**config.mk**
```make
export PLATFORM = sky130hd
export DESIGN_NAME = ventana_3x3
export DESIGN_NICKNAME = d
export VERILOG_FILES = /design/src/rtl/ventana_3x3.sv
export SDC_FILE = /design/constraint.sdc
export NUM_CORES = 1
export LEC_CHECK = 0
export CORE_AREA = 2 2 94 133
export CTS_CLUSTER_SIZE = 10
export DETAILED_ROUTE_END_ITERATION = 7
export DIE_AREA = 0 0 96 135
export GPL_TIMING_DRIVEN = 1
export PLACE_DENSITY_LB_ADDON = 0.2
export REMOVE_ABC_BUFFERS = 1
export SYNTH_ARGS = -nofsm -noshare
export SYNTH_HDL_FRONTEND = slang
export SYNTH_SLANG_ARGS = --single-unit
```
**constraint.sdc**
```tcl
create_clock -name clk -period 7 [get_ports clk]
set_input_delay 1.4 -clock clk [delete_from_list [all_inputs] [get_ports clk]]
set_output_delay 1.4 -clock clk [all_outputs]
set_load 0.02 [all_outputs]
```
**src/rtl/ventana_3x3.sv**
```systemverilog
// rtl/ventana_3x3.sv - 3x3 window builder over a raster stream plus two line-delayed rows.
// Tracks column/row to flag only in-image windows and pulses frame_done after the last pixel.
module ventana_3x3 #(
    parameter int DATA_WIDTH   = 8,
    parameter int MAX_DIM_BITS = 11
) (
    input  logic                    clk,
    input  logic                    reset,
    input  logic                    start,
    input  logic [MAX_DIM_BITS-1:0] image_width,
    input  logic [MAX_DIM_BITS-1:0] image_height,
    input  logic                    pixel_valid,
    input  logic [DATA_WIDTH-1:0]   pixel_in,
    input  logic [DATA_WIDTH-1:0]   row1_in,
    input  logic [DATA_WIDTH-1:0]   row2_in,
    output logic [9*DATA_WIDTH-1:0] window_out,
    output logic                    window_valid,
    output logic                    frame_done,
    output logic                    no_config,
    output logic                    config_error
);
    localparam int DW = DATA_WIDTH;

    typedef enum logic {E_ESPERA_CONFIG, E_PROCESANDO} estado_t;

    estado_t                 state_q, state_d;
    logic [MAX_DIM_BITS-1:0] width_q, width_d;
    logic [MAX_DIM_BITS-1:0] height_q, height_d;
    logic [MAX_DIM_BITS-1:0] col_q, col_d;
    logic [MAX_DIM_BITS-1:0] row_q, row_d;
    logic [9*DW-1:0]         win_q, win_d;
    logic                    valid_q, valid_d;
    logic                    done_q, done_d;
    logic                    err_q, err_d;

    always_ff @(posedge clk or posedge reset) begin
        if (reset) begin
            state_q  <= E_ESPERA_CONFIG;
            width_q  <= '0;
            height_q <= '0;
            col_q    <= '0;
            row_q    <= '0;
            win_q    <= '0;
            valid_q  <= 1'b0;
            done_q   <= 1'b0;
            err_q    <= 1'b0;
        end else begin
            state_q  <= state_d;
            width_q  <= width_d;
            height_q <= height_d;
            col_q    <= col_d;
            row_q    <= row_d;
            win_q    <= win_d;
            valid_q  <= valid_d;
            done_q   <= done_d;
            err_q    <= err_d;
        end
    end

    always_comb begin
        state_d  = state_q;
        width_d  = width_q;
        height_d = height_q;
        col_d    = col_q;
        row_d    = row_q;
        win_d    = win_q;
        valid_d  = 1'b0;
        done_d   = 1'b0;
        err_d    = err_q;
        case (state_q)
            E_ESPERA_CONFIG: begin
                if (start) begin
                    if (image_width >= MAX_DIM_BITS'(3) && image_height >= MAX_DIM_BITS'(3)) begin
                        width_d  = image_width;
                        height_d = image_height;
                        col_d    = '0;
                        row_d    = '0;
                        err_d    = 1'b0;
                        state_d  = E_PROCESANDO;
                    end else begin
                        err_d = 1'b1;
                    end
                end
            end
            E_PROCESANDO: begin
                if (pixel_valid) begin
                    // Element r*3+c; column 2 is the newest, column 0 the oldest.
                    for (int r = 0; r < 3; r++) begin
                        win_d[(3*r)*DW +: DW]   = win_q[(3*r+1)*DW +: DW];
                        win_d[(3*r+1)*DW +: DW] = win_q[(3*r+2)*DW +: DW];
                    end
                    win_d[2*DW +: DW] = row2_in;
                    win_d[5*DW +: DW] = row1_in;
                    win_d[8*DW +: DW] = pixel_in;
                    valid_d = (col_q >= MAX_DIM_BITS'(2)) && (row_q >= MAX_DIM_BITS'(2));
                    if (col_q == width_q - MAX_DIM_BITS'(1)) begin
                        col_d = '0;
                        if (row_q == height_q - MAX_DIM_BITS'(1)) begin
                            row_d  = '0;
                            done_d = 1'b1;
                        end else begin
                            row_d = row_q + MAX_DIM_BITS'(1);
                        end
                    end else begin
                        col_d = col_q + MAX_DIM_BITS'(1);
                    end
                end
            end
            default: state_d = E_ESPERA_CONFIG;
        endcase
    end

    assign window_out   = win_q;
    assign window_valid = valid_q;
    assign frame_done   = done_q;
    assign no_config    = (state_q == E_ESPERA_CONFIG);
    assign config_error = err_q;
endmodule

```
==> results_dict.tcl <==
set metrics [dict create \
    num_vias 4310 \
    yosys.area.top_type "dfrtp_1" \
    clk_pin_slew_ns 0.06 \
    fin_cells 759 \
    setup_violations 0 \
    cp-start-kind "input pin" \
    routed_wl_um 13300 \
    rsz0062_at_grt "no" \
    synth_commonest_cells "120 x dfrtp_1, 95 x mux2_2, 21 x clkbuf_1, 18 x and3_1, 16 x nor2_1" \
    die_y_um 135 \
    place_area_um2 7150 \
    drv_slew 0 \
    powerDensity_nw_per_um2 270 \
    cp-startpoint "pixel_valid" \
    synth-seq-cells 120 \
    drc_errors 0 \
    tritoncts "built" \
    drive_above_1_share_pct 24.0 \
    critPathCaptureType "register" \
    ant_nets 0 \
    period_needed_ns 3.64 \
    max_slew_margin_pct 18.8 \
    syn_area_per_cell_um2 12.1 \
    cp.required_ns 7.32 \
    cts_buffer_depth 2 \
    criticalPathCategory "input pin to register" \
    arrival_ns 3.95 \
    grt_overflow 0 \
    ys_seq_area_share_pct 51.8 \
    syn2layout_area_growth_pct 33.6 \
    cts_made_buffers 17 \
    postCtsHoldBufs 0 \
    final_area_um2 7740 \
    worstRegToRegCells 9 \
    io_buffers 125 \
    crit_end "col_q[6]" \
    post_cts_buffers 0 \
    crit_fanout 78 \
    worst_slew_pin_slew_ns 1.21 \
    grt_max_degree 79 \
    grtUsageTotal_pct 21.6 \
    die-area_um2 13000 \
    netlist_area_um2 5790 \
    grt_antenna_before_repair 0 \
    wire_per_inst_um 17.5 \
    ys_async_sr_fraction_pct 100 \
    rows 47 \
    gp_congestion 0.842 \
    syn_inst 480 \
    synth_cell_types 62 \
    initial_core_util_pct 49.5 \
    r2r_start "height_q[0]" \
    vias_per_cell 5.68 \
    setup-tns-final_ns 0 \
    post_cts_resized 0 \
    synth_edf_count 0 \
    synth_area_leaders "dfrtp_1 52%, mux2_2 18%, xnor2_1 2.0%" \
    coreArea_um2 11700 \
    dp.cells 728 \
    io_pins 126 \
    fin_worst_skew_ns 0.00698 \
    fmax_mhz 275 \
    min_path_type "register to register" \
    synth_flop_cell "dfrtp_1" \
    status "complete, no violations" \
    r2r_slack_ns 3.39 \
    holdPathStages 1 \
    grt_pass1_vias 4480 \
    drv_cap 0 \
    cts_root_buffer "clkbuf_16" \
    dp_hpwl_um 9340 \
    irDropWorstVdd_uv 192 \
    leakage_nw 3.34 \
    grt_pass1_wl_um 21800 \
    ys_warn_count 0 \
    synth_most_common_cell "dfrtp_1" \
    layout.nets 656 \
    period_share_pct 51.9 \
    die_w_um 96 \
    cts.htree.levels 4 \
    r2r-end "row_q[10]" \
    utilization_pct 66.1 \
    drt_iter0_drc 140 \
    insertion_delay_ns 0.41 \
    hold_viol 0 \
    first_pass_iters 5 \
    numClockSinks 120 \
    synth.top_cell.area_share_pct 51.8 \
    diodes 0 \
]
## placed cells by master, fill, tap and decap left out, drive strengths merged, types with 4 or more instances in the layout
| cell | synthesis | layout |
|---|---|---|
| a31oi | 13 | 13 |
| a21oi | 14 | 14 |
| nand2b | 9 | 9 |
| nor4 | 9 | 9 |
| inv | 9 | 15 |
| or4 | 4 | 4 |
| o31ai | 10 | 10 |
| clkinv | 1 | 5 |
| clkbuf | 21 | 17 |
| a211oi | 4 | 4 |
| nor2 | 16 | 16 |
| and3 | 18 | 18 |
| xnor2 | 13 | 13 |
| nand4 | 5 | 5 |
| o21ai | 6 | 6 |
| nand3 | 15 | 15 |
| xor2 | 10 | 10 |
| nand2 | 15 | 15 |
| clkdlybuf4s50 | 0 | 125 |
| a22oi | 10 | 10 |
| nor3 | 12 | 12 |
| dfrtp | 120 | 120 |
| ha | 6 | 6 |
| mux2 | 95 | 95 |
## worst max-delay path, stage by stage
cell and delay (ns):
clkdlybuf4s50_1 0.51, nand2_4 0.51, a31oi_1 1.14, a21oi_1 0.16, a31oi_1 0.23
## cell type report
class                      instances  area [um2]
sequential                       120        3000
inverter                          10        40.0
timing repair buffer             127        1270
multi-input combinational        324        2650
fill                             896        3960
tap                              147         184
clock inverter                    14         168
clock buffer                      17         425
## where the power goes
part | internal (mW) | switching (mW)
clock network | 0.533 | 0.337
registers | 0.770 | 0.0681
logic | 0.206 | 0.180
## how the worst min path moves through the flow
| stage | startpoint | to | slack [ns] |
|---|---|---|---|
| floorplan | height_q[9] | height_q[9] | 0.50 |
| global placement | window_out[1] | window_out[1] | 0.49 |
| detailed placement | window_out[24] | window_out[24] | 0.49 |
| CTS | window_out[2] | window_out[2] | 0.51 |
| global route | window_out[2] | window_out[2] | 0.52 |
| finish | window_out[2] | window_out[2] | 0.50 |
## registers in the layout, summed over array words and instances, names as in the netlist
register and count:
frame_done 1, window_valid 1, config_error 1, state_q 1, window_out 72, width_q 11, height_q 11, row_q 11
col_q 11
## routing by layer
metal | vias up | wire length (um) | GRT usage [%]
met5 | - | 0 | 0
met3 | 21 | 1050 | 8.65
met2 | 133 | 6740 | 34.4
li1 | 2016 | - | -
met4 | 0 | 195 | 7.38
met1 | 2140 | 5300 | 26.4
## logic make-up (layout without fill, tap and decap cells)
group           count (synthesis)  in the layout  synth area share (%)
mux                            95             95                  18.5
simple gates                  122            122                  11.8
buf+inv                        36            168                  2.51
flops                         120            120                  51.8
compound gates                 77             77                  10.2
fa+ha+maj                       6              6                  1.30
xor+xnor                       24             24                  3.87
## through the flow
stage	hold slack (ns)	setup slack [ns]	power [mW]
finish	0.502	3.36	2.09
global route	0.524	3.09	2.18
CTS	0.506	3.32	2.12
detailed placement	0.495	2.94	1.24
global placement	0.488	3.04	1.22
floorplan	0.497	2.41	1.04
(Power assumes the default switching activity.)
